`src/rtl/dmem_rsp_collector.sv`:
```
`default_nettype none
// ============================================================================
// Module   : dmem_rsp_collector
// Purpose  : Gathers per-lane TileLink D beats of outstanding loads by source
//            tag and issues one packed dcache response per request.
// Revision : 1.0
// ============================================================================
module dmem_rsp_collector #(
    parameter int NUM_LANES   = 4,
    parameter int TAG_WIDTH   = 10,
    parameter int DATA_WIDTH  = 32,
    parameter int NUM_ENTRIES = 4
) (
    input  logic                            clk_i,
    input  logic                            rst_ni,
    input  logic                            alloc_valid_i,
    input  logic [TAG_WIDTH-1:0]            alloc_tag_i,
    input  logic [NUM_LANES-1:0]            alloc_tmask_i,
    output logic                            alloc_ready_o,
    input  logic [NUM_LANES-1:0]            lane_d_valid_i,
    input  logic [NUM_LANES*3-1:0]          lane_d_opcode_i,
    input  logic [NUM_LANES*TAG_WIDTH-1:0]  lane_d_source_i,
    input  logic [NUM_LANES*DATA_WIDTH-1:0] lane_d_data_i,
    output logic [NUM_LANES-1:0]            lane_d_ready_o,
    output logic                            rsp_valid_o,
    output logic [TAG_WIDTH-1:0]            rsp_tag_o,
    output logic [NUM_LANES-1:0]            rsp_tmask_o,
    output logic [NUM_LANES*DATA_WIDTH-1:0] rsp_data_o,
    input  logic                            rsp_ready_i,
    output logic                            err_unexpected_o
);

    localparam int         IDX_W       = (NUM_ENTRIES > 1) ? $clog2(NUM_ENTRIES) : 1;
    localparam logic [2:0] OP_ACK      = 3'd0;
    localparam logic [2:0] OP_ACK_DATA = 3'd1;

    typedef enum logic [1:0] {
        ST_FREE     = 2'd0,
        ST_PENDING  = 2'd1,
        ST_COMPLETE = 2'd2
    } entry_state_e;

    entry_state_e          state_q [NUM_ENTRIES];
    entry_state_e          state_d [NUM_ENTRIES];
    logic [TAG_WIDTH-1:0]  tag_q   [NUM_ENTRIES];
    logic [TAG_WIDTH-1:0]  tag_d   [NUM_ENTRIES];
    logic [NUM_LANES-1:0]  exp_q   [NUM_ENTRIES];
    logic [NUM_LANES-1:0]  exp_d   [NUM_ENTRIES];
    logic [NUM_LANES-1:0]  recv_q  [NUM_ENTRIES];
    logic [NUM_LANES-1:0]  recv_d  [NUM_ENTRIES];
    logic [DATA_WIDTH-1:0] data_q  [NUM_ENTRIES][NUM_LANES];
    logic [DATA_WIDTH-1:0] data_d  [NUM_ENTRIES][NUM_LANES];

    logic             lock_q, lock_d;
    logic [IDX_W-1:0] lock_idx_q, lock_idx_d;
    logic             err_q, err_d;
    logic             ready_q;

    logic             free_found;
    logic [IDX_W-1:0] free_idx;
    logic             tag_busy;
    logic             cmp_found;
    logic [IDX_W-1:0] cmp_idx;
    logic             alloc_fire;
    logic [IDX_W-1:0] rsp_idx;
    logic             rsp_fire;
    logic             err_beat;
    logic             lane_match;
    logic [NUM_LANES-1:0] beat_hit [NUM_ENTRIES];

    // Lowest FREE slot, tag-collision detect, lowest COMPLETE slot.
    always_comb begin
        free_found = 1'b0;
        free_idx   = '0;
        tag_busy   = 1'b0;
        cmp_found  = 1'b0;
        cmp_idx    = '0;
        for (int e = 0; e < NUM_ENTRIES; e++) begin
            if (state_q[e] == ST_FREE) begin
                if (!free_found) begin
                    free_found = 1'b1;
                    free_idx   = IDX_W'(e);
                end
            end else if (tag_q[e] == alloc_tag_i) begin
                tag_busy = 1'b1;
            end
            if (state_q[e] == ST_COMPLETE && !cmp_found) begin
                cmp_found = 1'b1;
                cmp_idx   = IDX_W'(e);
            end
        end
    end

    assign alloc_ready_o = free_found && !tag_busy;
    assign alloc_fire    = alloc_valid_i && alloc_ready_o && (|alloc_tmask_i);

    // A presented response is pinned to its slot until it fires.
    assign rsp_idx     = lock_q ? lock_idx_q : cmp_idx;
    assign rsp_valid_o = cmp_found;
    assign rsp_fire    = rsp_valid_o && rsp_ready_i;

    // Per-lane beat matching against registered entry state only.
    always_comb begin
        err_beat   = 1'b0;
        lane_match = 1'b0;
        for (int e = 0; e < NUM_ENTRIES; e++) begin
            beat_hit[e] = '0;
        end
        for (int i = 0; i < NUM_LANES; i++) begin
            lane_match = 1'b0;
            if (ready_q && lane_d_valid_i[i]) begin
                if (lane_d_opcode_i[i*3 +: 3] == OP_ACK_DATA) begin
                    for (int e = 0; e < NUM_ENTRIES; e++) begin
                        if (state_q[e] == ST_PENDING &&
                            tag_q[e] == lane_d_source_i[i*TAG_WIDTH +: TAG_WIDTH] &&
                            exp_q[e][i] && !recv_q[e][i]) begin
                            beat_hit[e][i] = 1'b1;
                            lane_match     = 1'b1;
                        end
                    end
                    if (!lane_match) begin
                        err_beat = 1'b1;
                    end
                end else if (lane_d_opcode_i[i*3 +: 3] != OP_ACK) begin
                    err_beat = 1'b1;
                end
            end
        end
    end

    // Entry FSM next state.
    always_comb begin
        for (int e = 0; e < NUM_ENTRIES; e++) begin
            state_d[e] = state_q[e];
            tag_d[e]   = tag_q[e];
            exp_d[e]   = exp_q[e];
            recv_d[e]  = recv_q[e];
            for (int i = 0; i < NUM_LANES; i++) begin
                data_d[e][i] = data_q[e][i];
            end
            case (state_q[e])
                ST_FREE: begin
                    if (alloc_fire && free_idx == IDX_W'(e)) begin
                        state_d[e] = ST_PENDING;
                        tag_d[e]   = alloc_tag_i;
                        exp_d[e]   = alloc_tmask_i;
                        recv_d[e]  = '0;
                        for (int i = 0; i < NUM_LANES; i++) begin
                            data_d[e][i] = '0;
                        end
                    end
                end
                ST_PENDING: begin
                    recv_d[e] = recv_q[e] | beat_hit[e];
                    for (int i = 0; i < NUM_LANES; i++) begin
                        if (beat_hit[e][i]) begin
                            data_d[e][i] = lane_d_data_i[i*DATA_WIDTH +: DATA_WIDTH];
                        end
                    end
                    if ((recv_q[e] | beat_hit[e]) == exp_q[e]) begin
                        state_d[e] = ST_COMPLETE;
                    end
                end
                ST_COMPLETE: begin
                    if (rsp_fire && rsp_idx == IDX_W'(e)) begin
                        state_d[e] = ST_FREE;
                    end
                end
                default: begin
                    state_d[e] = ST_FREE;
                end
            endcase
        end
    end

    always_comb begin
        lock_d     = lock_q;
        lock_idx_d = lock_idx_q;
        if (rsp_fire) begin
            lock_d = 1'b0;
        end else if (rsp_valid_o) begin
            lock_d     = 1'b1;
            lock_idx_d = rsp_idx;
        end
        err_d = err_q | err_beat;
    end

    always_ff @(posedge clk_i or negedge rst_ni) begin
        if (!rst_ni) begin
            for (int e = 0; e < NUM_ENTRIES; e++) begin
                state_q[e] <= ST_FREE;
                tag_q[e]   <= '0;
                exp_q[e]   <= '0;
                recv_q[e]  <= '0;
                for (int i = 0; i < NUM_LANES; i++) begin
                    data_q[e][i] <= '0;
                end
            end
            lock_q     <= 1'b0;
            lock_idx_q <= '0;
            err_q      <= 1'b0;
            ready_q    <= 1'b0;
        end else begin
            for (int e = 0; e < NUM_ENTRIES; e++) begin
                state_q[e] <= state_d[e];
                tag_q[e]   <= tag_d[e];
                exp_q[e]   <= exp_d[e];
                recv_q[e]  <= recv_d[e];
                for (int i = 0; i < NUM_LANES; i++) begin
                    data_q[e][i] <= data_d[e][i];
                end
            end
            lock_q     <= lock_d;
            lock_idx_q <= lock_idx_d;
            err_q      <= err_d;
            ready_q    <= 1'b1;
        end
    end

    assign lane_d_ready_o   = {NUM_LANES{ready_q}};
    assign err_unexpected_o = err_q;
    assign rsp_tag_o        = rsp_valid_o ? tag_q[rsp_idx] : '0;
    assign rsp_tmask_o      = rsp_valid_o ? exp_q[rsp_idx] : '0;

    always_comb begin
        rsp_data_o = '0;
        for (int i = 0; i < NUM_LANES; i++) begin
            if (rsp_valid_o) begin
                rsp_data_o[i*DATA_WIDTH +: DATA_WIDTH] = data_q[rsp_idx][i];
            end
        end
    end

endmodule
`default_nettype wire

```
`config.mk`:
```
export PLATFORM = sky130hd
export DESIGN_NAME = dmem_rsp_collector
export DESIGN_NICKNAME = d
export VERILOG_FILES = /design/src/rtl/dmem_rsp_collector.sv
export SDC_FILE = /design/constraint.sdc
export NUM_CORES = 2
export LEC_CHECK = 0
export ABC_AREA = 1
export BUFFER_PORTS_ARGS = -buffer_cell sky130_fd_sc_hd__buf_4
export CAP_MARGIN = 20
export CORE_MARGIN = 8
export CORE_UTILIZATION = 46
export CTS_CLUSTER_DIAMETER = 80
export CTS_CLUSTER_SIZE = 30
export DETAILED_ROUTE_END_ITERATION = 12
export PLACE_DENSITY = 0.75
export SYNTH_ARGS = -nofsm -noshare
export SYNTH_HDL_FRONTEND = slang
export SYNTH_SLANG_ARGS = --single-unit
```
`constraint.sdc`:
```
create_clock -name clk_i -period 3.24 [get_ports clk_i]
set_clock_uncertainty 0.05 [all_clocks]
set_input_delay 0 -clock clk_i [delete_from_list [all_inputs] [get_ports clk_i]]
set_output_delay 0 -clock clk_i [all_outputs]
set_load 0.1 [all_outputs]
```
Word level (Yosys, flattened, before mapping)
Index checks and enable logic that the tools add are counted.
{"block": "word_totals", "register_bits": 597, "inputBits": 202, "output_inout_bits": 149, "wordCells": 421}
{"block": "op_classes", "magnitude_cmp": 1, "n_eq_ne": 70, "mux": 175, "bitwise": 7, "reduce_logical": 132}
{"operator": "case mux 128 bit (2 select lines)", "n": 4}
{"operator": "2-to-1 mux 128 bit", "n": 6}
{"operator": "2-to-1 mux 32 bit", "n": 20}
{"operator": "binary-select mux 128 bit (select 2 bit)", "n": 1}
{"operator": "== test 10 bit", "n": 20}
{"operator": "2-to-1 mux 1 bit", "n": 105}
{"operator": "logical AND 1 bit", "n": 67}
{"operator": "AND reduction 3 bit", "n": 20}
{"operator": "2-to-1 mux 2 bit", "n": 19}
{"operator": "inequality test 2 bit (second input constant)", "n": 16}
{"operator": "case mux 4 bit (2 select lines)", "n": 4}
{"operator": "2-to-1 mux 10 bit", "n": 3}
{"operator": "2-to-1 mux 4 bit", "n": 7}
{"operator": "inequality test 2 x 1 -> 1 bit (second input constant)", "n": 12}
{"operator": "case mux 2 bit (3 select lines)", "n": 4}
{"operator": "binary-select mux 10 bit (select 2 bit)", "n": 1}
{"operator": "zero test 1 bit", "n": 20}
{"operator": "AND reduction 2 bit", "n": 9}
{"operator": "== test 2 bit (second input constant)", "n": 8}
{"operator": "== test 4 bit", "n": 4}
{"operator": "OR 4 bit", "n": 4}
{"operator": "== test 2 x 1 -> 1 bit (second input constant)", "n": 6}
{"operator": "== test 3 x 1 -> 1 bit (second input constant)", "n": 4}
{"operator": "zero test 2 bit", "n": 6}
{"operator": "8 further kinds", "n": 15}

Longest topological paths before layout
{"block": "depth", "word_depth": 23, "ltp_mapped": 16, "ltp_nobuf": 14}

Least setup slack after synthesis
Ideal clock, no wire load.
{"block": "synth_path", "path_type": "reg-to-output", "from": "register state_q[2] in the netlist's numbering", "to": "output rsp_tmask_o[0]", "arrival_ps": 3864, "t_required_ps": 3190, "slack_ps": -674, "stages_incl_launch_ff": 6, "path_buffers": 0, "cell_sequence": "dfrtp_1 o21ai_0 nor2_1 inv_1 o21ai_0 a211oi_1"}
{"block": "synth_via", "word_cells_on_any_way": 14, "classes_between": "1 x eq/ne; 9 x mux; 1 x bitwise; 3 x reduce/logical"}
{"element": "start: declaration", "line_no": "43", "rtl": "entry_state_e state_q [NUM_ENTRIES];"}
{"element": "start signal: indexed assignment", "line_no": "205", "rtl": "state_q[e] <= state_d[e];"}
{"element": "== test 2 bit (*)", "line_no": "87", "rtl": "if (state_q[e] == ST_COMPLETE && !cmp_found) begin"}
{"element": "logical AND 1 bit (*)", "line_no": "87"}
{"element": "2-to-1 mux 1 bit (*)", "line_no": "87"}
{"element": "zero test 1 bit", "line_no": "87"}
{"element": "logical AND 1 bit", "line_no": "87"}
{"element": "2-to-1 mux 1 bit (*)", "line_no": "87"}
{"element": "via rsp_valid_o", "line_no": "25", "rtl": "output logic rsp_valid_o,"}
{"element": "2-to-1 mux 4 bit (*)", "line_no": "223", "rtl": "assign rsp_tmask_o = rsp_valid_o ? exp_q[rsp_idx] : '0;"}
{"element": "end: declaration", "line_no": "27", "rtl": "output logic [NUM_LANES-1:0] rsp_tmask_o,"}
Mark *: on every way through the listed nets, which the timed path passes. The rest lies on a longest branch. The select of a mux whose other input is x is not followed.

Worst setup path in the final report
{"block": "layout_path", "from": "register state_q[2] in the netlist's numbering", "to": "output rsp_data_o[74]"}
{"block": "layout_via", "elab_chain_cells": 12, "word_cells_on_any_way": 14, "classes_between": "1 x eq/ne; 9 x mux; 1 x bitwise; 3 x reduce/logical"}
{"element": "== test 2 bit (*)", "line_no": "87"}
{"element": "logical AND 1 bit (*)", "line_no": "87"}
{"element": "2-to-1 mux 1 bit", "line_no": "87"}
{"element": "zero test 1 bit", "line_no": "87"}
{"element": "logical AND 1 bit", "line_no": "87"}
{"element": "2-to-1 mux 2 bit", "line_no": "87"}
{"element": "2-to-1 mux 2 bit", "line_no": "98", "rtl": "assign rsp_idx = lock_q ? lock_idx_q : cmp_idx;"}
{"element": "NOT 2 -> 3 bit (implied by the code)", "line_no": "229", "rtl": "rsp_data_o[i*DATA_WIDTH +: DATA_WIDTH] = data_q[rsp_idx][i];"}
{"element": "binary-select mux 128 bit (select 2 bit)", "line_no": "229"}
{"element": "2-to-1 mux 128 bit (2 in a row)"}
{"element": "2-to-1 mux 32 bit (*)", "line_no": "228", "rtl": "if (rsp_valid_o) begin"}
{"element": "end: declaration", "line_no": "28", "rtl": "output logic [NUM_LANES*DATA_WIDTH-1:0] rsp_data_o,"}
Every way passes the cells marked *; elsewhere a longest branch is shown, timed or not. The select of a mux whose other input is x is not followed.

==> metrics.log <==
[metrics] overall power after layout: roughly 30,000 uW
[metrics] fraction of the cycle the final worst path needs: 0.9682
[metrics] Slew Limit Fails: 0
[metrics] Setup TNS Final: 0 ns
[metrics] count of routing violations after the opening detailed-route iteration: approximately 3,800
[metrics] aggregate global routing overflow: 0
[metrics] synthesis-to-finish area growth: 21.55%
[metrics] post-detail-place hpwl: 78.09 mm
[metrics] clock sink count: 597
[metrics] start point of the worst min-delay path: lane_d_source_i[31]
[metrics] worst-case hold slack: about 0.042 ns
[metrics] root buf cell: sky130_fd_sc_hd__clkbuf_16
[metrics] flip-flop and latch count after synthesis: between 500 and 600
[metrics] count of buffers added by post-CTS timing repair for setup: 0
[metrics] maximum number of pins on one net before global-route repair: between 100 and 150
[metrics] detailed-route wire length per cell: about 23 um
[metrics] area of the mapped netlist: roughly 31,000 um^2
[metrics] number of distinct library cell variants in the gate-level netlist after synthesis: between 40 and 50
[metrics] die extent in x: roughly 280 um
[metrics] Mean Syn Cell Area: 7.852 um^2
[metrics] number of CTS-inserted buffers: 34
[metrics] result of the run: finished clean
[metrics] global placer's final weighted congestion: approximately 1.1
[metrics] Post-synth ARST share: 1.000
[metrics] initial antenna violation count: 5
[metrics] starting utilization of the core area: 0.4644
[metrics] launch point of the worst reg-to-reg path: tag_q[21]
[metrics] Setup violations, final: 0
[metrics] critical path data arrival time: around 3 ns
[metrics] Pleak: between 0.015 and 0.02 uW
[metrics] complex-gate fraction of the synthesized area: 0.1476
[metrics] portion of the post-synthesis area used by sequential elements: 0.4799
[metrics] worst rel slew slack: 0.2732
[metrics] EDFF count, synth: 0
[metrics] synthesized netlist cell count: 3,965
[metrics] prevailing post-synth register cell: sky130_fd_sc_hd__dfrtp_1
[metrics] first-pass iteration count of the detailed router: 6
[metrics] layout net count: approximately 4,500
[metrics] Post-Place Cell Area: roughly 35,000 um^2
[metrics] worst setup path startpoint: state_q[2]
[metrics] combinational family with the most area after synthesis: simple AND/OR/NAND/NOR gates
[metrics] R2R depth: 12
[metrics] clock network power share: 0.186
[metrics] maximum vdd drop: ~0.74 mV
[metrics] number of levels the H-tree was split into: 2
[metrics] hold path depth: 8
[metrics] most frequent standard cell in the layout excluding fill and tap cells: sky130_fd_sc_hd__nand2_1
[metrics] unrepaired setup endpoints after global routing: true
[metrics] wire length of the first global-routing pass: approximately 190 mm
[metrics] switching pwr: ~14,000 uW
[metrics] layout cell share with drive strength beyond 1: 0.1354
[metrics] slew at the pin closest to its max-slew limit: between 1 and 1.5 ns
[metrics] type of destination of the critical path: output pin
[metrics] Layout Cell Area excl Fill: 37,840 um^2
[metrics] vias in the first global route: 30,760
[metrics] vias per std cell: between 6 and 7
[metrics] count of yosys warnings during synthesis: 0
[metrics] WL final: 120.4 mm
[metrics] Overall Global Routing Usage: 0.3025
[metrics] commonest cells after routing, fill and taps aside: sky130_fd_sc_hd__nand2_1 (894), sky130_fd_sc_hd__nand3_1 (801), sky130_fd_sc_hd__dfrtp_1 (597)
[metrics] die span in y: around 280 um
[metrics] Reg power frac: 0.366
[metrics] flop-to-flop setup slack: around 0.34 ns
[metrics] f_max: 0.3188 GHz
[metrics] buffers from clock root to sink, at most: 3
[metrics] fraction of the mapped netlist area in simple logic gates: 0.2718
[metrics] total power per unit cell area: ~780 nW/um^2
[metrics] I/O pin total: about 350
[metrics] startpoint type of the worst setup path: register
[metrics] Post-Syn Nets: about 4,200
[metrics] count of buffers inserted at the top-level ports: between 300 and 400
[metrics] number of max-capacitance violations reported: 0
[metrics] core area: 67,040 um^2
[metrics] final count of hold timing violations: 0
[metrics] multiplexer area fraction after synthesis: 0
[metrics] Max FO, Critical Path: between 40 and 50
[metrics] final instance count without filler cells: roughly 5,200
[metrics] hold crit path type: input port to register
[metrics] DRC violation count after routing: 0
[metrics] TritonCTS clock tree: yes
[metrics] Net Sw Frac: 0.4781
[metrics] crit path time final: between 3 and 4 ns
[metrics] XOR/XNOR Fraction of Synth Area: 0.01885
[metrics] Critical Path RT: ~3.2 ns
[metrics] Adder-Cell Fraction of Synth Area: 0
[metrics] power share of the combinational group: 0.448
[metrics] clock transition time at the flip-flop clock pins of the worst setup and hold paths: ~0.10 ns
[metrics] Clk Latency, worst-skew pair: 0.61 ns
[metrics] number of placed instances, taps included: approximately 5,000
[metrics] internal power contribution: ~15,000 uW
[metrics] kind of critical path: register to output pin
[metrics] DRT antenna net count: 0
[metrics] area enclosed by the die boundary: between 70,000 and 80,000 um^2
[metrics] number of vias after detailed routing: between 30,000 and 40,000
[metrics] standard-cell rows: 95
-- repair_timing --
item	in CTS	in global routing
hold endpoints to repair	667	0
pin swaps	0	2
gates resized for setup	14	57
setup endpoints to repair	121	132
hold buffers	161	0
cloned	2	2
-- cells in the mapped netlist, drive strengths merged, types with 5 or more instances --
| cell type | n | area share |
|---|---|---|
| a21oi | 145 | 0.023 |
| a22oi | 276 | 0.067 |
| buf | 172 | 0.029 |
| clkbuf | 150 | 0.018 |
| dfrtp | 597 | 0.48 |
| inv | 288 | 0.035 |
| nand2 | 900 | 0.11 |
| nand3 | 807 | 0.13 |
| nand3b | 5 | 0.0012 |
| nand4 | 41 | 0.0096 |
| nor2 | 135 | 0.017 |
| nor3 | 16 | 0.0027 |
| o21ai | 332 | 0.053 |
| o21bai | 6 | 0.0014 |
| or2 | 7 | 0.0014 |
| xnor2 | 63 | 0.018 |
-- power groups by stage --
stage          Clock, uW  Combinational, uW  Sequential [uW]
3_5_place_dp           0              12400            10900
3_3_place_gp           0              12200            10900
4_1_cts             5550              12800            10700
5_1_grt             5780              14000            11000
6_report            5480              13200            10800
2_1_floorplan          0               8460            10100
-- state kept, by name, summed over array words and instances, names as in the netlist --
name	count
ready_q	1
data_q	512
lock_idx_q	2
tag_q	40
exp_q	16
recv_q	16
err_unexpected_o	1
lock_q	1
state_q	8
-- per-stage QoR --
step	setup slack, ns	util
after floorplan	0.1343	-
after global placement	0.4979	0.5158
after detailed placement	0.4322	0.5162
after CTS	0.0003195	0.5611
after global routing	-0.05399	0.5644
final	0.1029	0.5645
-- critical path, cell delays in order, from the launching register on --
cell	delay, ns
sky130_fd_sc_hd__dfrtp_1	0.43
sky130_fd_sc_hd__o21ai_1	0.29
sky130_fd_sc_hd__nand4_1	0.15
sky130_fd_sc_hd__nand2_2	0.15
sky130_fd_sc_hd__inv_2	0.08
sky130_fd_sc_hd__nor2_4	0.22
sky130_fd_sc_hd__buf_8	0.37
sky130_fd_sc_hd__a22oi_1	0.23
sky130_fd_sc_hd__a21oi_1	0.19
sky130_fd_sc_hd__buf_4	0.32
-- cell families after synthesis --
logic type | Yosys count
buffers and inverters | 612
DFF | 597
xor gates and xnor gates | 67
AOI/OAI and AO/OA | 771
other | 1
and+or+nand+nor | 1917
-- metal layers --
metal	GRT usage	routed length [um]
met1	0.4117	48090
met2	0.4813	55390
met3	0.04793	11730
met4	0.1225	5169
met5	0	23
-- cell type report --
type | count | area, um^2
fillers | 6101 | 29200
inverters | 290 | 1110
multi-input cells | 2756 | 13810
well taps | 873 | 1092
flip-flops and latches | 597 | 14940
diodes | 3 | 7.507
repair buffers | 610 | 5572
clock inverters | 22 | 357.8
repair inverters | 1 | 8.758
clock buffers | 38 | 939.7
-- worst paths after layout --
path                                     to
setup / recovery             rsp_data_o[74]
hold / removal                    recv_q[3]
setup reg to reg           err_unexpected_o
hold reg to reg                   recv_q[2]
max in group asynchronous       data_q[121]
min in group asynchronous          tag_q[6]
Note: power is estimated with default switching activity, not from simulation.
